===== src/rtl/tile_draw_ctrl.sv =====
// Tile draw sequencer: walks every pixel of a 2^TB x 2^TB tile, reads its colour from a
// synchronous tile ROM and issues one plot write per opaque pixel to the frame buffer.
module tile_draw_ctrl #(
  parameter int TB    = 3,
  parameter int XW    = 8,
  parameter int YW    = 7,
  parameter int IW    = 4,
  parameter int CW    = 3,
  parameter int TRANS = 0
) (
  input  logic                 Clock,
  input  logic                 Resetn,
  input  logic                 Start,
  input  logic [XW-1:0]        TileX,
  input  logic [YW-1:0]        TileY,
  input  logic [IW-1:0]        TileIdx,
  input  logic                 Stall,
  output logic [IW+2*TB-1:0]   RomAddr,
  input  logic [CW-1:0]        RomData,
  output logic [XW-1:0]        PlotX,
  output logic [YW-1:0]        PlotY,
  output logic [CW-1:0]        PlotColour,
  output logic                 Plot,
  output logic                 Busy,
  output logic                 Done
);

  typedef enum logic [1:0] {
    S_IDLE,
    S_FETCH,
    S_DRAIN,
    S_DONE
  } state_t;

  localparam logic [TB-1:0] EDGE_MAX = '1;

  state_t          state_q, state_d;
  logic [XW-1:0]   tile_x_q;
  logic [YW-1:0]   tile_y_q;
  logic [IW-1:0]   tile_idx_q;
  logic [TB-1:0]   px_q, py_q;
  logic [TB-1:0]   s1_px_q, s1_py_q;
  logic            s1_valid_q;
  logic            s1_first_q;
  logic [CW-1:0]   hold_q;

  logic            accept;
  logic            advance;
  logic            last_pix;
  logic [CW-1:0]   colour;
  logic            plot;

  assign accept   = (state_q == S_IDLE) && Start;
  assign advance  = (state_q == S_FETCH) && (!s1_valid_q || !Stall);
  assign last_pix = (px_q == EDGE_MAX) && (py_q == EDGE_MAX);
  // ROM output only matches the pending pixel in its first cycle; afterwards use the copy.
  assign colour   = s1_first_q ? RomData : hold_q;
  assign plot     = s1_valid_q && !Stall && (colour != CW'(TRANS));

  always_ff @(posedge Clock) begin
    if (!Resetn) begin
      state_q <= S_IDLE;
    end else begin
      state_q <= state_d;
    end
  end

  always_comb begin
    state_d = state_q;
    case (state_q)
      S_IDLE:  if (Start) state_d = S_FETCH;
      S_FETCH: if (advance && last_pix) state_d = S_DRAIN;
      S_DRAIN: if (!s1_valid_q || !Stall) state_d = S_DONE;
      S_DONE:  state_d = S_IDLE;
      default: state_d = S_IDLE;
    endcase
  end

  always_comb begin
    Busy       = 1'b0;
    Done       = 1'b0;
    RomAddr    = '0;
    Plot       = 1'b0;
    PlotX      = '0;
    PlotY      = '0;
    PlotColour = '0;
    case (state_q)
      S_FETCH: begin
        Busy    = 1'b1;
        RomAddr = {tile_idx_q, py_q, px_q};
      end
      S_DRAIN: Busy = 1'b1;
      S_DONE: begin
        Busy = 1'b1;
        Done = 1'b1;
      end
      default: ;
    endcase
    if (plot) begin
      Plot       = 1'b1;
      PlotX      = tile_x_q + XW'(s1_px_q);
      PlotY      = tile_y_q + YW'(s1_py_q);
      PlotColour = colour;
    end
  end

  // Tile position/index registers load only on an accepted Start.
  always_ff @(posedge Clock) begin
    if (!Resetn) begin
      tile_x_q   <= '0;
      tile_y_q   <= '0;
      tile_idx_q <= '0;
    end else if (accept) begin
      tile_x_q   <= TileX;
      tile_y_q   <= TileY;
      tile_idx_q <= TileIdx;
    end
  end

  always_ff @(posedge Clock) begin
    if (!Resetn) begin
      px_q <= '0;
      py_q <= '0;
    end else if (accept) begin
      px_q <= '0;
      py_q <= '0;
    end else if (advance) begin
      px_q <= px_q + 1'b1;
      if (px_q == EDGE_MAX) py_q <= py_q + 1'b1;
    end
  end

  always_ff @(posedge Clock) begin
    if (!Resetn) begin
      s1_valid_q <= 1'b0;
      s1_first_q <= 1'b0;
      s1_px_q    <= '0;
      s1_py_q    <= '0;
      hold_q     <= '0;
    end else if (advance) begin
      s1_valid_q <= 1'b1;
      s1_first_q <= 1'b1;
      s1_px_q    <= px_q;
      s1_py_q    <= py_q;
    end else if (s1_valid_q && !Stall) begin
      s1_valid_q <= 1'b0;
      s1_first_q <= 1'b0;
    end else if (s1_valid_q && s1_first_q) begin
      hold_q     <= RomData;
      s1_first_q <= 1'b0;
    end
  end

endmodule

===== config.mk =====
export PLATFORM = sky130hd
export DESIGN_NAME = tile_draw_ctrl
export DESIGN_NICKNAME = d
export VERILOG_FILES = /design/src/rtl/tile_draw_ctrl.sv
export SDC_FILE = /design/constraint.sdc
export NUM_CORES = 1
export LEC_CHECK = 0
export ABC_AREA = 1
export CAP_MARGIN = 10
export CORE_ASPECT_RATIO = 1.4
export CORE_MARGIN = 4
export CORE_UTILIZATION = 51
export DETAILED_ROUTE_END_ITERATION = 8
export GPL_TIMING_DRIVEN = 1
export PLACE_DENSITY = 0.83
export REMOVE_ABC_BUFFERS = 1
export SYNTH_ARGS = -nofsm -noshare
export SYNTH_HDL_FRONTEND = slang
export SYNTH_SLANG_ARGS = --single-unit

===== constraint.sdc =====
create_clock -name Clock -period 4.17 [get_ports Clock]
set_input_delay 1.251 -clock Clock [delete_from_list [all_inputs] [get_ports Clock]]
set_output_delay 1.251 -clock Clock [all_outputs]
set_load 0.05 [all_outputs]

---- After elaboration in Yosys (flattened, before gate mapping) ----
Cells that the tools add are included.
cells by class
  bitwise gates (word level) .............. 3
  add/subtract/negate cells ............... 4
  eq/ne operators ......................... 8
  mux-type cells .......................... 17
  reduce and logical (&&, ||, !) cells .... 19
operators with widths
  cell                                                   count
  2-to-1 mux 10 bit                                      1
  adder 8 x 3 -> 8 bit                                   1
  2-to-1 mux 1 bit                                       8
  2-to-1 mux 8 bit                                       1
  one-hot mux 2 bit (4 select lines)                     1
  adder 7 x 3 -> 7 bit                                   1
  logical AND 1 bit                                      7
  2-to-1 mux 7 bit                                       1
  adder 3 x 1 -> 3 bit, second input constant            2
  == test 3 bit, second input constant                   2
  2-to-1 mux 2 bit                                       3
  2-to-1 mux 3 bit                                       2
  AND reduction 3 bit                                    2
  nonzero test 3 bit                                     2
  == test 2 bit, second input constant                   2
  inequality test 2 bit, second input constant           2
  NOT 1 bit                                              3
  OR reduction 3 bit                                     1
  == test 2 x 1 -> 1 bit, second input constant          1
  logical NOT 1 bit                                      2
  logical NOT 2 bit                                      1
  inequality test 2 x 1 -> 1 bit, second input constant  1
  AND reduction 2 bit                                    1
  nonzero test 2 bit                                     1
  2 further kinds                                        2
storage, ports and cells
  input bits .............................. 26
  output and inout bits ................... 31
  register bits after elaboration ......... 38
  logic and storage cells ................. 62

---- Longest topological paths before layout ----
Gate-level depths: netlist of run 1.
  depth in word-level cells ............... 6
  mapped depth ............................ 9
  gate-level depth less buffers ........... 9

---- Worst setup path before layout of run 1 ----
No wires, ideal clock.
  kind .................................... input port to output port
  start point ............................. input port RomData[2]
  end point ............................... output port PlotX[5]
  slack ................................... 0.663 ns
  data required time ...................... 2.919 ns
  cell stages on the path ................. 6
  arrival ................................. 2.256 ns
  buffers on the path ..................... 0
  cells stage by stage .................... inv_1 -> nand2_1 -> o21ai_1 -> nand3_2 -> nand2_4 -> nor2_1
between the ends
  longest elaborated chain between the ends .. 4
ends and longest elaborated chain
  item                line  text
  from (decl)         19    input logic [CW-1:0] RomData,
  2-to-1 mux 3 bit    57    assign colour = s1_first_q ? RomData : hold_q;
  nonzero test 3 bit  58    assign plot = s1_valid_q && !Stall && (colour != CW'(TRANS));
  logical AND 1 bit   58
  2-to-1 mux 8 bit    99    if (plot) begin
  to (decl)           20    output logic [XW-1:0] PlotX,
No other way between the ends.

---- Final worst setup path of run 1 ----
  start point ............................. input port RomData[2]
  end point ............................... output port PlotX[7]
The elaborated chain is that of the path after synthesis.

==> results of run 1 <==
metal layers:
layer | vias up | GRT usage
li1 | 1120 | -
met1 | 993 | 0.2098
met2 | 49 | 0.3698
met3 | 12 | 0.03932
met4 | 0 | 0.08055
met5 | - | 0
power by group:
part / internal (mW) / total (mW) / switching (mW)
Clock: 0.127 / 0.244 / 0.117
Sequential: 0.459 / 0.543 / 0.0840
Combinational: 0.236 / 0.623 / 0.387
Total: 0.822 / 1.41 / 0.588
worst reg2reg max path, stage by stage (launching register included):
cell and delay, ns:
dfxtp_1 0.41, inv_1 0.09, ha_1 0.24, nand2_1 0.07, buf_4 0.25, inv_2 0.20, nor2_1 0.29, o21ai_0 0.14
nor2_1 0.11
flip-flops by register name (all words and copies together) (netlist names), 2 cells and up:
register,cells
tile_x_q,8
tile_y_q,7
tile_idx_q,4
hold_q,3
px_q,3
py_q,3
s1_px_q,3
s1_py_q,3
state_q,2
logic make-up (layout without fill, tap and decap cells):
family / Yosys count / in the layout / synth area share
and+or+nand+nor: 161 / 161 / 0.3075
xor gates and xnor gates: 3 / 3 / 0.01196
adders and majority gates: 16 / 16 / 0.09795
AOI/OAI and AO/OA: 50 / 50 / 0.1207
buffers and inverters: 59 / 112 / 0.1156
DFF: 38 / 38 / 0.3462
per-stage QoR:
| stage | instances | util | hold slack (ns) |
|---|---|---|---|
| after floorplan | 316 | - | 0.4232 |
| after global placement | 419 | 0.7006 | 0.4379 |
| after detailed placement | 419 | 0.7006 | 0.4553 |
| after CTS | 425 | 0.7202 | 0.4660 |
| after global routing | 425 | 0.7202 | 0.5064 |
| final | 425 | 0.7202 | 0.4675 |
worst max path at each step:
stage,from,to,cells after the start,slack [ns]
final,RomData[2],PlotX[7],8,0.32
after floorplan,RomData[2],PlotX[5],6,0.59
after global placement,RomData[1],PlotX[7],8,0.36
after detailed placement,RomData[2],PlotX[7],8,0.32
after global routing,RomData[2],PlotX[7],8,0.18
after CTS,RomData[2],PlotX[7],8,0.32
synthesized netlist by cell type (all sizes together), types with 2 or more instances:
| library cell | instances | area [µm²] |
|---|---|---|
| fa | 2 | 40.04 |
| inv | 48 | 180.2 |
| nand3 | 11 | 60.06 |
| nand2 | 68 | 265.3 |
| a21oi | 12 | 60.06 |
| dfxtp | 38 | 760.7 |
| o21ai | 32 | 160.1 |
| buf | 6 | 53.80 |
| clkbuf | 5 | 20.01 |
| nor2 | 76 | 307.8 |
| o21bai | 2 | 15.01 |
| nand3b | 4 | 30.03 |
| xor2 | 2 | 17.52 |
| ha | 14 | 175.2 |
| nand4 | 2 | 12.51 |
layout make-up:
cell class              count  area share
multi-input cells         230      0.3905
repair buffers             58      0.2529
flip-flops and latches     38      0.2512
inverters                  48     0.05950
clock buffers               6     0.02727
well taps                  45     0.01860
cells in the final DEF, fill, tap and decap left out:
master and count:
nor2_1 67, o21bai_1 2, o21ai_0 30, nor2_2 9, nand4_1 2, a21oi_1 12
buf_12 19, inv_1 45, nand2_1 66, nand3_1 10, fa_1 2, a211oi_1 1
clkdlybuf4s50_1 37, o21a_1 1, o21ai_1 2, buf_4 2, a21boi_1 1, ha_1 14
nand3b_1 4, xor2_1 2, nand2_4 1, dfxtp_1 38, clkbuf_8 6, nand2_2 1
a21o_1 1, nand3_2 1, xnor2_1 1, inv_2 3
==> reports/qor.txt, run 1 <==
Critical path's slowest cell: clkdlybuf4s50_1
Critical path fanouts, max: 18
Mapped cell area: 2197 µm²
DR vias: 2174
Starting density of the core: 0.5226
Core Box Area: 4204 µm²
Area of the multi-input gates: 1182 µm²
Worst Hold End: hold_q[2]
First-pass GRT wire length: 8700 µm
Crit-path max cell delay: 0.45 ns
Clock insertion delay at the later pin of the skew report: 0.28 ns
GPL Wtd Cong: 0.8492
Crit start category: input port
Design Area, Final: 3028 µm²
CP Class: in2out
Total track usage: 0.1963
CP cell instances: clkdlybuf4s50_1 -> inv_1 -> nand2_1 -> o21ai_1 -> nand3_2 -> nand2_4 -> nor2_1 -> buf_12
Detailed route wirelength on metal3: 165 µm
Delay-heaviest family, CP: buffers and inverters
Critical R2R Launch: state_q[0]
Synth Instances: 327
Seq/Total Area, Yosys: 0.3462
Vias in the first global route: 2107
Die span in x: 63.47 µm
Main flop type after synthesis: dfxtp_1
DRT antenna net count: 0
Number of vias per cell: 5.115
Tcrit/Tclk final: 0.9240
Crit end category: primary output
Worst-margin pin slew: 0.5054 ns
Max_slew headroom: 0.6620
FILL cells: 340
DR top layer: met4
Synth cell types: 30
Clock skew: 0.005656 ns
Met2 WL post-DR: 2662 µm
Final setup viols: 0
Unrepaired setup endpoints after global routing: no
1st-iter DRT viols: 98
Clock transition at path regs: 0.07 ns
Post-CTS sizing: 0
Async set or reset register ratio after synthesis: 0
R2r setup slk: 2.31 ns
Worst hold-check path type: reg2reg
VDD IR-drop max: 0.0003265 V
I/O pins: 57
Crit path arrival time: 2.60 ns
Rows: 28
Total Negative Setup Slacks: 0 ns
Metal1 wirelength: 2011 µm
Ys Warns: 0
Final WL: 4952 µm
Initial antenna violation count: 0
Residual DRC: 0
Pre-CTS WS: 0.3171 ns
Final net count: 423
Seq. cell area: 760.7 µm²
HP Start: hold_q[2]
Worst Path Required: 2.92 ns
Die height: 85.66 µm
Slew Limit Fails: 0
CTS Buffer Depth: 2
Synth-to-Final Area Change: 37.81%
Avg Inst Size Synth: 6.719 µm²
FF+latch count, synth: 38
CTS Buf Count: 5
Pre-Repair DR Iteration Count: 4
Final Hold Viols: 0
Final global-route overflow total: 0
H-tree levels: 2
Mean routed wirelength per cell: 11.65 µm
Cell area power density: 465.8 nW/µm²
Share of layout cells above drive strength 1: 0.1105
Hold_buf cts: 0
R2r worst-path depth: 8
Status: complete, no violations
Post-DP HPWL: 3782 µm
Total chip power: 1.410 mW
# clock sinks: 38
Antenna cells: 0
CP Buf/Inv Count: 3
Die ar.: 5437 µm²
FF-to-FF End: px_q[2]
Largest net degree at the start of global routing: 29
# port buffers: 56
Placed inst area: 2945 µm²
Clock period minus worst slack: 3.853 ns
WHS Path Cells: 2
Max-cap check violation count: 0
Final setup margin: 0.3168 ns
Post-CTS Setup Repair Bufs: 0
CTS tree: done
Achievable Freq: 259.5 MHz
CTS Root Cell: clkbuf_8
Number of enable flip-flop cells after synthesis: 0
Leak: 1.415 nW
Power figures use the tool's default switching activity.
==> run 2, diff against run 1 <==
Settings changed: CORE_ASPECT_RATIO 1.4 to 0.8, CORE_MARGIN 4 to default, CTS_CLUSTER_DIAMETER from default to 120.
==> reports/qor.txt, run 2 (same netlist as run 1, synthesis figures left out) <==
Post-CTS Setup Repair Bufs: 0 (unchanged)
Worst Path Required: 2.92 ns (about the same)
Pre-CTS WS: 0.3236 ns (+0.006499 ns)
H-tree levels: 2 (unchanged)
Max_slew headroom: 0.6526 (-0.009460)
DRT antenna net count: 0 (unchanged)
Tcrit/Tclk final: 0.9295 (+0.005465)
Residual DRC: 0 (unchanged)
CP cell instances: clkdlybuf4s50_1 -> inv_1 -> nand2_1 -> o21ai_1 -> nand3_2 -> nand2_4 -> nor2_1 -> buf_12
CTS Buf Count: 5 (unchanged)
Commonest non-fill, non-tap cell in the layout: nor2_1
Hold_buf cts: 0 (unchanged)
CP Class: in2out
VDD IR-drop max: 0.0004576 V (+40%)
Crit-path max cell delay: 0.48 ns (+0.03 ns)
Number of vias per cell: 4.957 (-3.1%)
Total Negative Setup Slacks: 0 ns (unchanged)
Leak: 1.430 nW (+1.0%)
CTS Root Cell: clkbuf_8
Final setup viols: 0 (unchanged)
Critical path's slowest cell: clkdlybuf4s50_1
Final setup margin: 0.2941 ns (-0.02279 ns)
Final Hold Viols: 0 (unchanged)
I/O pins: 57 (unchanged)
1st-iter DRT viols: 119 (+21%)
Most Crowded Layer GR: met2
Commonest cells after routing, fill and taps aside: 67 x nor2_1, 66 x nand2_1, 45 x inv_1, 38 x dfxtp_1, 37 x clkdlybuf4s50_1
Pre-Repair DR Iteration Count: 4 (unchanged)
Starting density of the core: 0.5557 (+0.03308)
Die ar.: 4576 µm² (-16%)
Post-CTS sizing: 0 (unchanged)
Slew Limit Fails: 0 (unchanged)
Total track usage: 0.2524 (+0.05611)
CTS Buffer Depth: 2 (unchanged)
Vias in the first global route: 1975 (-6.3%)
Initial antenna violation count: 0 (unchanged)
Die span in x: 75.39 µm (+19%)
GPL Wtd Cong: 0.8533 (+0.48%)
Switching Power: 0.6114 mW (+4.0%)
Cell area power density: 483.0 nW/µm² (+3.7%)
Unrepaired setup endpoints after global routing: no
Final WL: 5076 µm (+2.5%)
Comb pwr share: 0.424 (-0.018)
Crit end category: primary output
DR vias: 2166 (-0.37%)
Final net count: 423 (unchanged)
Worst hold-check path type: reg2reg
Core Box Area: 3954 µm² (-6.0%)
Share of power burned in registers: 0.368 (-0.017)
M2 GR Usage: 0.4490 (+0.07921)
Share of layout cells above drive strength 1: 0.1152 (+0.004657)
Die height: 60.71 µm (-29%)
Achievable Freq: 258.0 MHz (-0.59%)
Rows: 20 (-29%)
Worst-margin pin slew: 0.5195 ns (+0.01415 ns)
CP Buf/Inv Count: 3 (unchanged)
Crit path arrival time: 2.62 ns (+0.02 ns)
Delay-heaviest family, CP: buffers and inverters
CTS tree: done
Clock transition at path regs: 0.08 ns (about the same)
Mean routed wirelength per cell: 11.62 µm (-0.31%)
First-pass GRT wire length: 8687 µm (-0.15%)
P_int: 0.8699 mW (+5.8%)
Clock insertion delay at the later pin of the skew report: 0.29 ns (about the same)
Switching share of power: 0.4127 (-0.004172)
Most flop-heavy register: tile_x_q
Clock network power share: 0.208 (+0.035)
Post-DP HPWL: 3616 µm (-4.4%)
Max-cap check violation count: 0 (unchanged)
Status: complete, no violations
Met3 usage: 0.05814 (+0.01882)
Largest registers: tile_x_q x8, tile_y_q x7, tile_idx_q x4
Crit start category: input port
Met1 Usage GRT: 0.3046 (+0.09482)
# clock sinks: 38 (unchanged)
Largest register FFs: 8 (unchanged)
Largest net degree at the start of global routing: 29 (unchanged)
Final global-route overflow total: 0 (unchanged)
Clock period minus worst slack: 3.876 ns (+0.02279 ns)
Critical path fanouts, max: 18 (unchanged)
Clock skew: 0.002073 ns (-0.003583 ns)
Total chip power: 1.481 mW (+5.0%)
Antenna cells: 0 (unchanged)
# port buffers: 56 (unchanged)
Synth-to-Final Area Change: 39.58%
==> run 2: cell types whose count changed in the layout (fill, tap and decap cells not counted) <==
cell       previous run  this run
bufinv_16             0         1
clkbuf_8              6         5
clkinv_2              0         2
==> run 2: per-layer routing <==
metal,up-vias,part of all wire
met1,972,0.44
met4,0,0.014
met5,-,0
met3,10,0.052
met2,65,0.49
li1,1119,-
==> run 2: stage by stage <==
step                        util  instances  cell area [µm²]  hold slack [ns]
after detailed placement  0.7481        429             2958           0.4485
final                     0.7756        437             3067           0.4578
after global routing      0.7756        437             3067           0.4771
after CTS                 0.7756        437             3067           0.4603
after global placement    0.7481        429             2958           0.4492
after floorplan                -        316             2123           0.4232
==> run 2: power by group through the flow <==
stage | Sequential [mW] | Combinational [mW] | Clock, mW
4_1_cts | 0.543 | 0.628 | 0.311
3_3_place_gp | 0.543 | 0.597 | 0
3_5_place_dp | 0.550 | 0.616 | 0
2_1_floorplan | 0.528 | 0.448 | 0
5_1_grt | 0.561 | 0.705 | 0.327
6_report | 0.545 | 0.628 | 0.309
==> run 2: worst register-to-register path: cells and delay by family, from the launching register on <==
| kind | cells | cell delay (ns) |
|---|---|---|
| buffers and inverters | 2 | 0.23 |
| adder cells (fa/ha/maj) | 1 | 0.46 |
| flip-flops | 1 | 0.35 |
| AND/OR/NAND/NOR | 4 | 0.84 |
==> run 2: path summary, 6_finish.rpt <==
kind / slack [ns] / start / to / depth (start not counted)
worst max-delay path: 0.29 / RomData[1] / PlotColour[1] / 8
worst min-delay path: 0.46 / hold_q[0] / hold_q[0] / 2
worst max register to register: 2.18 / state_q[1] / py_q[1] / 7
worst min register to register: 0.46 / hold_q[0] / hold_q[0] / 2
==> run 2: area by class of cell <==
type / count / area [µm²]
multi-input combinational: 230 / 1182
fill: 320 / 887.1
timing repair buffer: 58 / 765.7
sequential: 38 / 760.7
inverter: 48 / 180.2
clock buffer: 5 / 68.82
tap: 55 / 68.82
clock inverter: 3 / 40.04
